--- src/rtl/timer_intc.sv ---
// Interrupt controller behind the timer: edge-captured pending bits, mask, fixed priority, irq/ack/EOI handshake.
// Optional macro TIMER_INTC_PSLVERR_EN enables error responses for unmapped addresses and stray EOI writes.
module timer_intc #(
    parameter int N_SRC  = 4,
    parameter int ADDR_W = 8
) (
    input  logic              pclk,
    input  logic              preset,
    input  logic              psel,
    input  logic              penable,
    input  logic              pwrite,
    input  logic [ADDR_W-1:0] paddr,
    input  logic [7:0]        pwdata,
    output logic [7:0]        prdata,
    output logic              pready,
    output logic              pslverr,
    input  logic [N_SRC-1:0]  src,
    output logic              irq,
    output logic [2:0]        irq_id,
    input  logic              irq_ack
);

    typedef enum logic [1:0] {IDLE, REQ, SVC} state_t;

    localparam logic [ADDR_W-1:0] A_IER  = ADDR_W'(0);
    localparam logic [ADDR_W-1:0] A_IPR  = ADDR_W'(1);
    localparam logic [ADDR_W-1:0] A_ISVR = ADDR_W'(2);
    localparam logic [ADDR_W-1:0] A_ICR  = ADDR_W'(3);

    state_t             state;
    logic [N_SRC-1:0]   ier;
    logic [N_SRC-1:0]   pending;
    logic [N_SRC-1:0]   src_q;
    logic               gie;
    logic               isvr_valid;
    logic [2:0]         isvr_id;

    logic               access;
    logic               wr;
    logic               sel_ier, sel_ipr, sel_isvr, sel_icr, mapped;
    logic               eoi;
    logic               err;
    logic [7:0]         rdata;
    logic [N_SRC-1:0]   rise;
    logic [N_SRC-1:0]   w1c;
    logic [N_SRC-1:0]   candidate;
    logic [N_SRC-1:0]   id_mask;
    logic [N_SRC-1:0]   ack_mask;
    logic [N_SRC-1:0]   pending_nxt;
    logic [2:0]         winner;
    logic               unused_wdata;

    // A transfer commits on the second access cycle, the one where pready is already high.
    assign access   = psel & penable;
    assign wr       = access & pready & pwrite;
    assign sel_ier  = (paddr == A_IER);
    assign sel_ipr  = (paddr == A_IPR);
    assign sel_isvr = (paddr == A_ISVR);
    assign sel_icr  = (paddr == A_ICR);
    assign mapped   = sel_ier | sel_ipr | sel_isvr | sel_icr;
    assign eoi      = wr & sel_isvr & (state == SVC);

`ifdef TIMER_INTC_PSLVERR_EN
    assign err = ~mapped | (pwrite & sel_isvr & (state != SVC));
`else
    assign err = 1'b0;
`endif

    assign unused_wdata = ^pwdata;

    assign rise        = src & ~src_q;
    assign w1c         = (wr & sel_ipr) ? pwdata[N_SRC-1:0] : '0;
    assign candidate   = gie ? (pending & ier) : '0;
    assign id_mask     = N_SRC'(1) << irq_id;
    assign ack_mask    = (state == REQ && irq_ack) ? id_mask : '0;
    // A fresh edge beats a same-cycle clear, so no event is lost.
    assign pending_nxt = (pending & ~w1c & ~ack_mask) | rise;

    // NOTE: every variable assigned in always_comb gets a default first, so no latch is inferred.
    always_comb begin
        rdata = '0;
        if (sel_ier)       rdata = 8'(ier);
        else if (sel_ipr)  rdata = 8'(pending);
        else if (sel_isvr) rdata = {isvr_valid, 4'b0, isvr_id};
        else if (sel_icr)  rdata = {7'b0, gie};
    end

    // Scan downward so the lowest-numbered candidate is the one left standing.
    always_comb begin
        winner = '0;
        for (int i = N_SRC - 1; i >= 0; i--) begin
            if (candidate[i]) winner = 3'(i);
        end
    end

    // NOTE: sequential state uses non-blocking assignments so all registers update from pre-edge values.
    always_ff @(posedge pclk or posedge preset) begin
        if (preset) begin
            state      <= IDLE;
            ier        <= '0;
            pending    <= '0;
            src_q      <= '0;
            gie        <= 1'b0;
            isvr_valid <= 1'b0;
            isvr_id    <= '0;
            irq        <= 1'b0;
            irq_id     <= '0;
            prdata     <= '0;
            pready     <= 1'b0;
            pslverr    <= 1'b0;
        end else begin
            src_q   <= src;
            pending <= pending_nxt;
            if (wr & sel_ier) ier <= pwdata[N_SRC-1:0];
            if (wr & sel_icr) gie <= pwdata[0];

            if (access && !pready) begin
                pready  <= 1'b1;
                prdata  <= rdata;
                pslverr <= err;
            end else begin
                pready  <= 1'b0;
                pslverr <= 1'b0;
            end

            case (state)
                IDLE: begin
                    if (|candidate) begin
                        state  <= REQ;
                        irq    <= 1'b1;
                        irq_id <= winner;
                    end
                end
                REQ: begin
                    if (irq_ack) begin
                        state      <= SVC;
                        irq        <= 1'b0;
                        isvr_valid <= 1'b1;
                        isvr_id    <= irq_id;
                    end else if (!(|(candidate & id_mask))) begin
                        state <= IDLE;
                        irq   <= 1'b0;
                    end
                end
                SVC: begin
                    if (eoi) begin
                        state      <= IDLE;
                        isvr_valid <= 1'b0;
                        isvr_id    <= '0;
                    end
                end
                default: state <= IDLE;
            endcase
        end
    end

endmodule

--- config.mk ---
export PLATFORM = sky130hd
export DESIGN_NAME = timer_intc
export DESIGN_NICKNAME = d
export VERILOG_FILES = /design/src/rtl/timer_intc.sv
export SDC_FILE = /design/constraint.sdc
export NUM_CORES = 1
export LEC_CHECK = 0
export BUFFER_PORTS_ARGS = -buffer_cell sky130_fd_sc_hd__buf_2
export CORE_MARGIN = 2
export CORE_UTILIZATION = 54
export DETAILED_ROUTE_END_ITERATION = 6
export PLACE_DENSITY = 0.82
export SYNTH_ARGS = -nofsm -noshare
export SYNTH_HDL_FRONTEND = slang
export SYNTH_SLANG_ARGS = --single-unit
export TNS_END_PERCENT = 10
--- constraint.sdc ---
create_clock -name pclk -period 3.2 [get_ports pclk]
set_input_delay 0.16 -clock pclk [delete_from_list [all_inputs] [get_ports pclk]]
set_output_delay 0.16 -clock pclk [all_outputs]
set_load 0.1 [all_outputs]
### Word level (Yosys, flattened, before mapping)

Cells that the tools add are included.

| storage, ports and cells | value |
|---|---|
| register bits after elaboration | 32 |
| input bits | 26 |
| output and inout bits | 14 |

| cells by class | value |
|---|---|
| eq/ne operators | 9 |
| shifts and indexed selects | 1 |
| multiplexer cells | 27 |
| bitwise gates (word level) | 17 |
| reduce and logical (&&, ||, !) cells | 13 |

Operator list:

| operator | count |
|---|---|
| $mux W8 | 3 |
| $and A4 B4 Y4 | 5 |
| $eq A8 B2 Y1 const B | 2 |
| $mux W3 | 5 |
| $mux W4 | 3 |
| $not A4 Y4 | 3 |
| $mux W2 | 5 |
| $reduce_and A3 Y1 | 3 |
| $and A1 B1 Y1 | 8 |
| $eq A8 B1 Y1 const B | 1 |
| $logic_not A8 Y1 | 1 |
| $reduce_or A4 Y1 | 2 |
| $mux W1 | 7 |
| $ne A2 B2 Y1 const B | 3 |
| $pmux W2 S3 | 1 |
| $pmux W3 S2 | 1 |
| $or A4 B4 Y4 | 1 |
| $pmux W1 S2 | 2 |
| $reduce_bool A2 Y1 | 2 |
| $shl A1 B3 Y4 const A | 1 |
| $ne A3 B3 Y1 const B | 1 |
| $eq A2 B1 Y1 const B | 1 |
| $eq A2 B2 Y1 const B | 1 |
| $logic_and A1 B1 Y1 | 2 |
| other kinds (3) | 3 |

### Logic depth before layout (Yosys ltp)

| depth | value |
|---|---|
| word-level depth | 9 |
| gate-level depth with buffers | 6 |

### Worst setup path after synthesis

OpenSTA, ideal clock, no wires.

| timing path | value |
|---|---|
| kind | reg-to-reg |
| from | register pready |
| to | register gie |
| setup time | 125 ps |
| data arrival time | 1,936 ps |
| setup slack | 1,139 ps |
| cell stages (with the launch flop) | 4 |
| path through | dfrtp_1 > nand2_1 > nor4_1 > mux2_2 |

| between the ends | value |
|---|---|
| cells in the longest elaborated chain, start to end | 3 |

Ends and longest elaborated chain:

| element | RTL line | text |
|---|---|---|
| from (decl) | 15 | `output logic pready,` |
| from (signal assigned) | 109 | `pready <= 1'b0;` |
| from (signal assigned) | 118 | `pready <= 1'b1;` |
| from (signal assigned) | 122 | `pready <= 1'b0;` |
| $and A1 B1 Y1 (2 in series) | 55 | `assign wr = access & pready & pwrite;` |
| $and A1 B1 Y1 | 115 | `if (wr & sel_icr) gie <= pwdata[0];` |
| to (signal assigned) | 115 |  |
| to (decl) | 34 | `logic gie;` |

Every way passes these cells.
A chain may end at the register's enable or synchronous reset.

### Final worst setup path

| timing path | value |
|---|---|
| from | register irq_id[0] |
| to | register state[0] |

| between the ends | value |
|---|---|
| cells in the longest elaborated chain, start to end | 5 |

Ends and longest elaborated chain:

| element | RTL line | text |
|---|---|---|
| from (decl) | 19 | `output logic [2:0] irq_id,` |
| from (signal assigned) | 131 | `irq_id <= winner;` |
| $shl A1 B3 Y4 | 74 | `assign id_mask = N_SRC'(1) << irq_id;` |
| $and A4 B4 Y4 | 140 | `end else if (!(\|(candidate & id_mask))) begin` |
| $reduce_or A4 Y1 | 140 |  |
| $ne A3 B3 Y1 (no source line) | -- |  |
| $reduce_and A3 Y1 (no source line) | -- |  |
| to (signal assigned) | 136 | `state <= SVC;` |
| to (signal assigned) | 141 | `state <= IDLE;` |
| to (signal assigned) | 147 | `state <= IDLE;` |
| to (decl) | 30 | `state_t state;` |

Every way passes these cells.

==> impl_metrics.toml <==
[status]
status = "complete, no violations"

[clocking]
clk_pin_slew_ns = 0.14
clock_path_buffers = 2
htree_num_levels = 1
cts_tree = "done"
cts_root_buffer = "clkbuf_4"
postCtsSetupRepairBufs = 0
cts_buffers = 3
clk_latency_ns = 0.34
cts_sinks = 27

[route]
drc = 0
first_pass_iters = 4
wl_per_cell_um = 14.33
drtIter0Drc = 23
vias = 1104
via_per_inst = 5.662
wl_mm = 2.795
ant_nets = 0

[timing]
post-route-min-period_ns = 1.494
finClkSkew_ns = 0.004202
finalCritPeriodShare = 0.4670
tightest_slew_ns = 0.9700
finalSetupViolCount = 0
maxSlewViolCount = 0
max_freq_mhz = 669.2
tns_ns = 0
hold_viol = 0
rsz0062_at_grt = "false"
relSlewSlack = 0.3526

[global_routing]
antenna_found_initial = 0
grt_pass1_wl_mm = 4.595
track_usage = 0.2232
grtUsageMet1 = 0.2514
grt_max_degree = 28
gr-usage-met2 = 0.4045
met3_usage = 0.04444
grt_pass1_vias = 1091
grt_overflow = 0
top_usage_layer = "met2"

[placement]
dpl-instance-area_mm2 = 0.001496
hpwl_mm = 2.147
finalWeightedCongestion = 0.7831
io_buffers = 30

[synth]
synth_edf_count = 0
synthTopCellsByArea = "dfrtp_1, nand2_1, mux2_2"
yosysTopAreaCell = "dfrtp_1"
synthArstFlopShare = 1.000
synth_area_mm2 = 0.001349
syn_area_per_cell_um2 = 10.22
ys_types = 30
yosysWarnings = 0
synthFlopType = "dfrtp_1"
synth_top_area_share = 0.5009
ys_seq_area_frac = 0.5009
synthCells = 132
ys_ff_latch = 27

[finish]
final_common_cell = "buf_2"
fill_cells = 186
final_area_mm2 = 0.001564
antennaDiodeCount = 0
nets = 192
syn_to_final_growth_pct = 15.96
mostFrequentLayoutCells = "buf_2, dfrtp_1, nand2_1"
drive_gt1_frac = 0.2848

[floorplan]
dieWidth_um = 53.98
die-area_mm2 = 0.002913
die_y_um = 53.98
num_io_pins = 40
start_util = 0.5597
rows = 18
core_mm2 = 0.002410

[power_and_ir_drop]
p_leak_uw = 0.0007478
p_total_uw = 575.5
p_per_area_mw_per_mm2 = 368.0
max-vdd-ir-drop_v = 0.0002671

[critical_path]
critPathArrivalTime_ns = 1.73
startpoint_type = "flop"
crit_type = "reg2reg"
reg2reg_depth = 3
worstPathMaxFanout = 5
critPathCaptureType = "flop"
cp_data_required_time_ns = 3.44

[job]
cap_viol_max_count = 0

[min_path]
hp-class = "in2async"
## per-stage QoR
stage | setup slack [ns] | hold WS, ns | std cells | utilization
2_1_floorplan | 1.139 | 0.1914 | 136 | -
3_3_place_gp | 1.541 | 0.2826 | 187 | 0.6210
3_5_place_dp | 1.528 | 0.2838 | 187 | 0.6210
4_1_cts | 1.710 | 0.03160 | 195 | 0.6490
5_1_grt | 1.651 | 0.03064 | 195 | 0.6490
6_report | 1.706 | 0.02282 | 195 | 0.6490
## path summary, 6_finish.rpt
| kind | start | end | slack, ns |
|---|---|---|---|
| worst max register to register | irq_id[0] | state[0] | 1.71 |
| worst min register to register | src_q[1] | pending[1] | 0.45 |
| worst min-delay path | preset | prdata[0] | 0.02 |
| min in group pclk | irq_ack | state[0] | 0.04 |
| max in group asynchronous | preset | ier[3] | 2.59 |
| worst max-delay path | irq_id[0] | state[0] | 1.71 |
## flip-flops by register name, indices dropped and copies added (netlist names)
name,count
prdata,5
pready,1
gie,1
irq_id,2
ier,4
src_q,4
isvr_id,2
state,2
irq,1
isvr_valid,1
pending,4
## cells by family (layout without fill, tap and decap cells)
| logic type | after synthesis | in the layout | synth area share |
|---|---|---|---|
| and+or+nand+nor | 48 | 48 | 0.1939 |
| DFF | 27 | 27 | 0.5009 |
| AOI/OAI and AO/OA | 25 | 25 | 0.1252 |
| buffers and inverters | 20 | 49 | 0.07143 |
| muxes | 11 | 11 | 0.1057 |
| other | 1 | 5 | 0.002780 |
## cell usage after synthesis, types with 2 or more instances
cell type / instances
dfrtp_1: 27
nand2_1: 24
inv_1: 11
mux2_2: 6
buf_4: 5
nor4_1: 5
o21ai_0: 5
o22ai_1: 5
nand3_1: 4
a21oi_1: 3
mux2i_1: 3
nand4_1: 3
nor2_1: 3
o31ai_1: 3
o41ai_1: 3
a22o_1: 2
buf_2: 2
clkbuf_1: 2
mux4_2: 2
nor3_1: 2
nor4_4: 2
o211ai_1: 2
## critical path: stages, from the launching register on
cell     delay, ns
dfrtp_1       0.46
inv_1         0.15
mux4_2        0.53
o41ai_1       0.26
## layer usage
metal	part of all wire	wire length, um	vias to the layer above
met3	0.060	168	7
met5	0	0	-
met4	0.022	61	0
met1	0.43	1188	526
li1	-	-	530
met2	0.49	1376	41
## power breakdown
part | leakage [uW] | internal (uW) | switching (uW) | total, uW
combinational | 0.000389 | 20.3 | 61.4 | 81.7
clock | 0.0000177 | 47.1 | 100 | 147
sequential | 0.000341 | 345 | 1.77 | 347
total | 0.000748 | 412 | 163 | 576
## timing repair
action	CTS	global route
endpoints found under the hold margin	4	0
endpoints found under the setup margin	0	0
hold buffers	4	0
resized for setup	0	0
## final cells by class
type	instances	area (um^2)	area share
timing repair buffer	34	190.2	0.1216
multi-input combinational	89	591.8	0.3784
tap	30	37.54	0.02400
clock inverter	1	5.005	0.003200
inverter	11	41.29	0.02640
clock buffer	3	22.52	0.01440
sequential	27	675.6	0.4320
(Power assumes the default switching activity.)
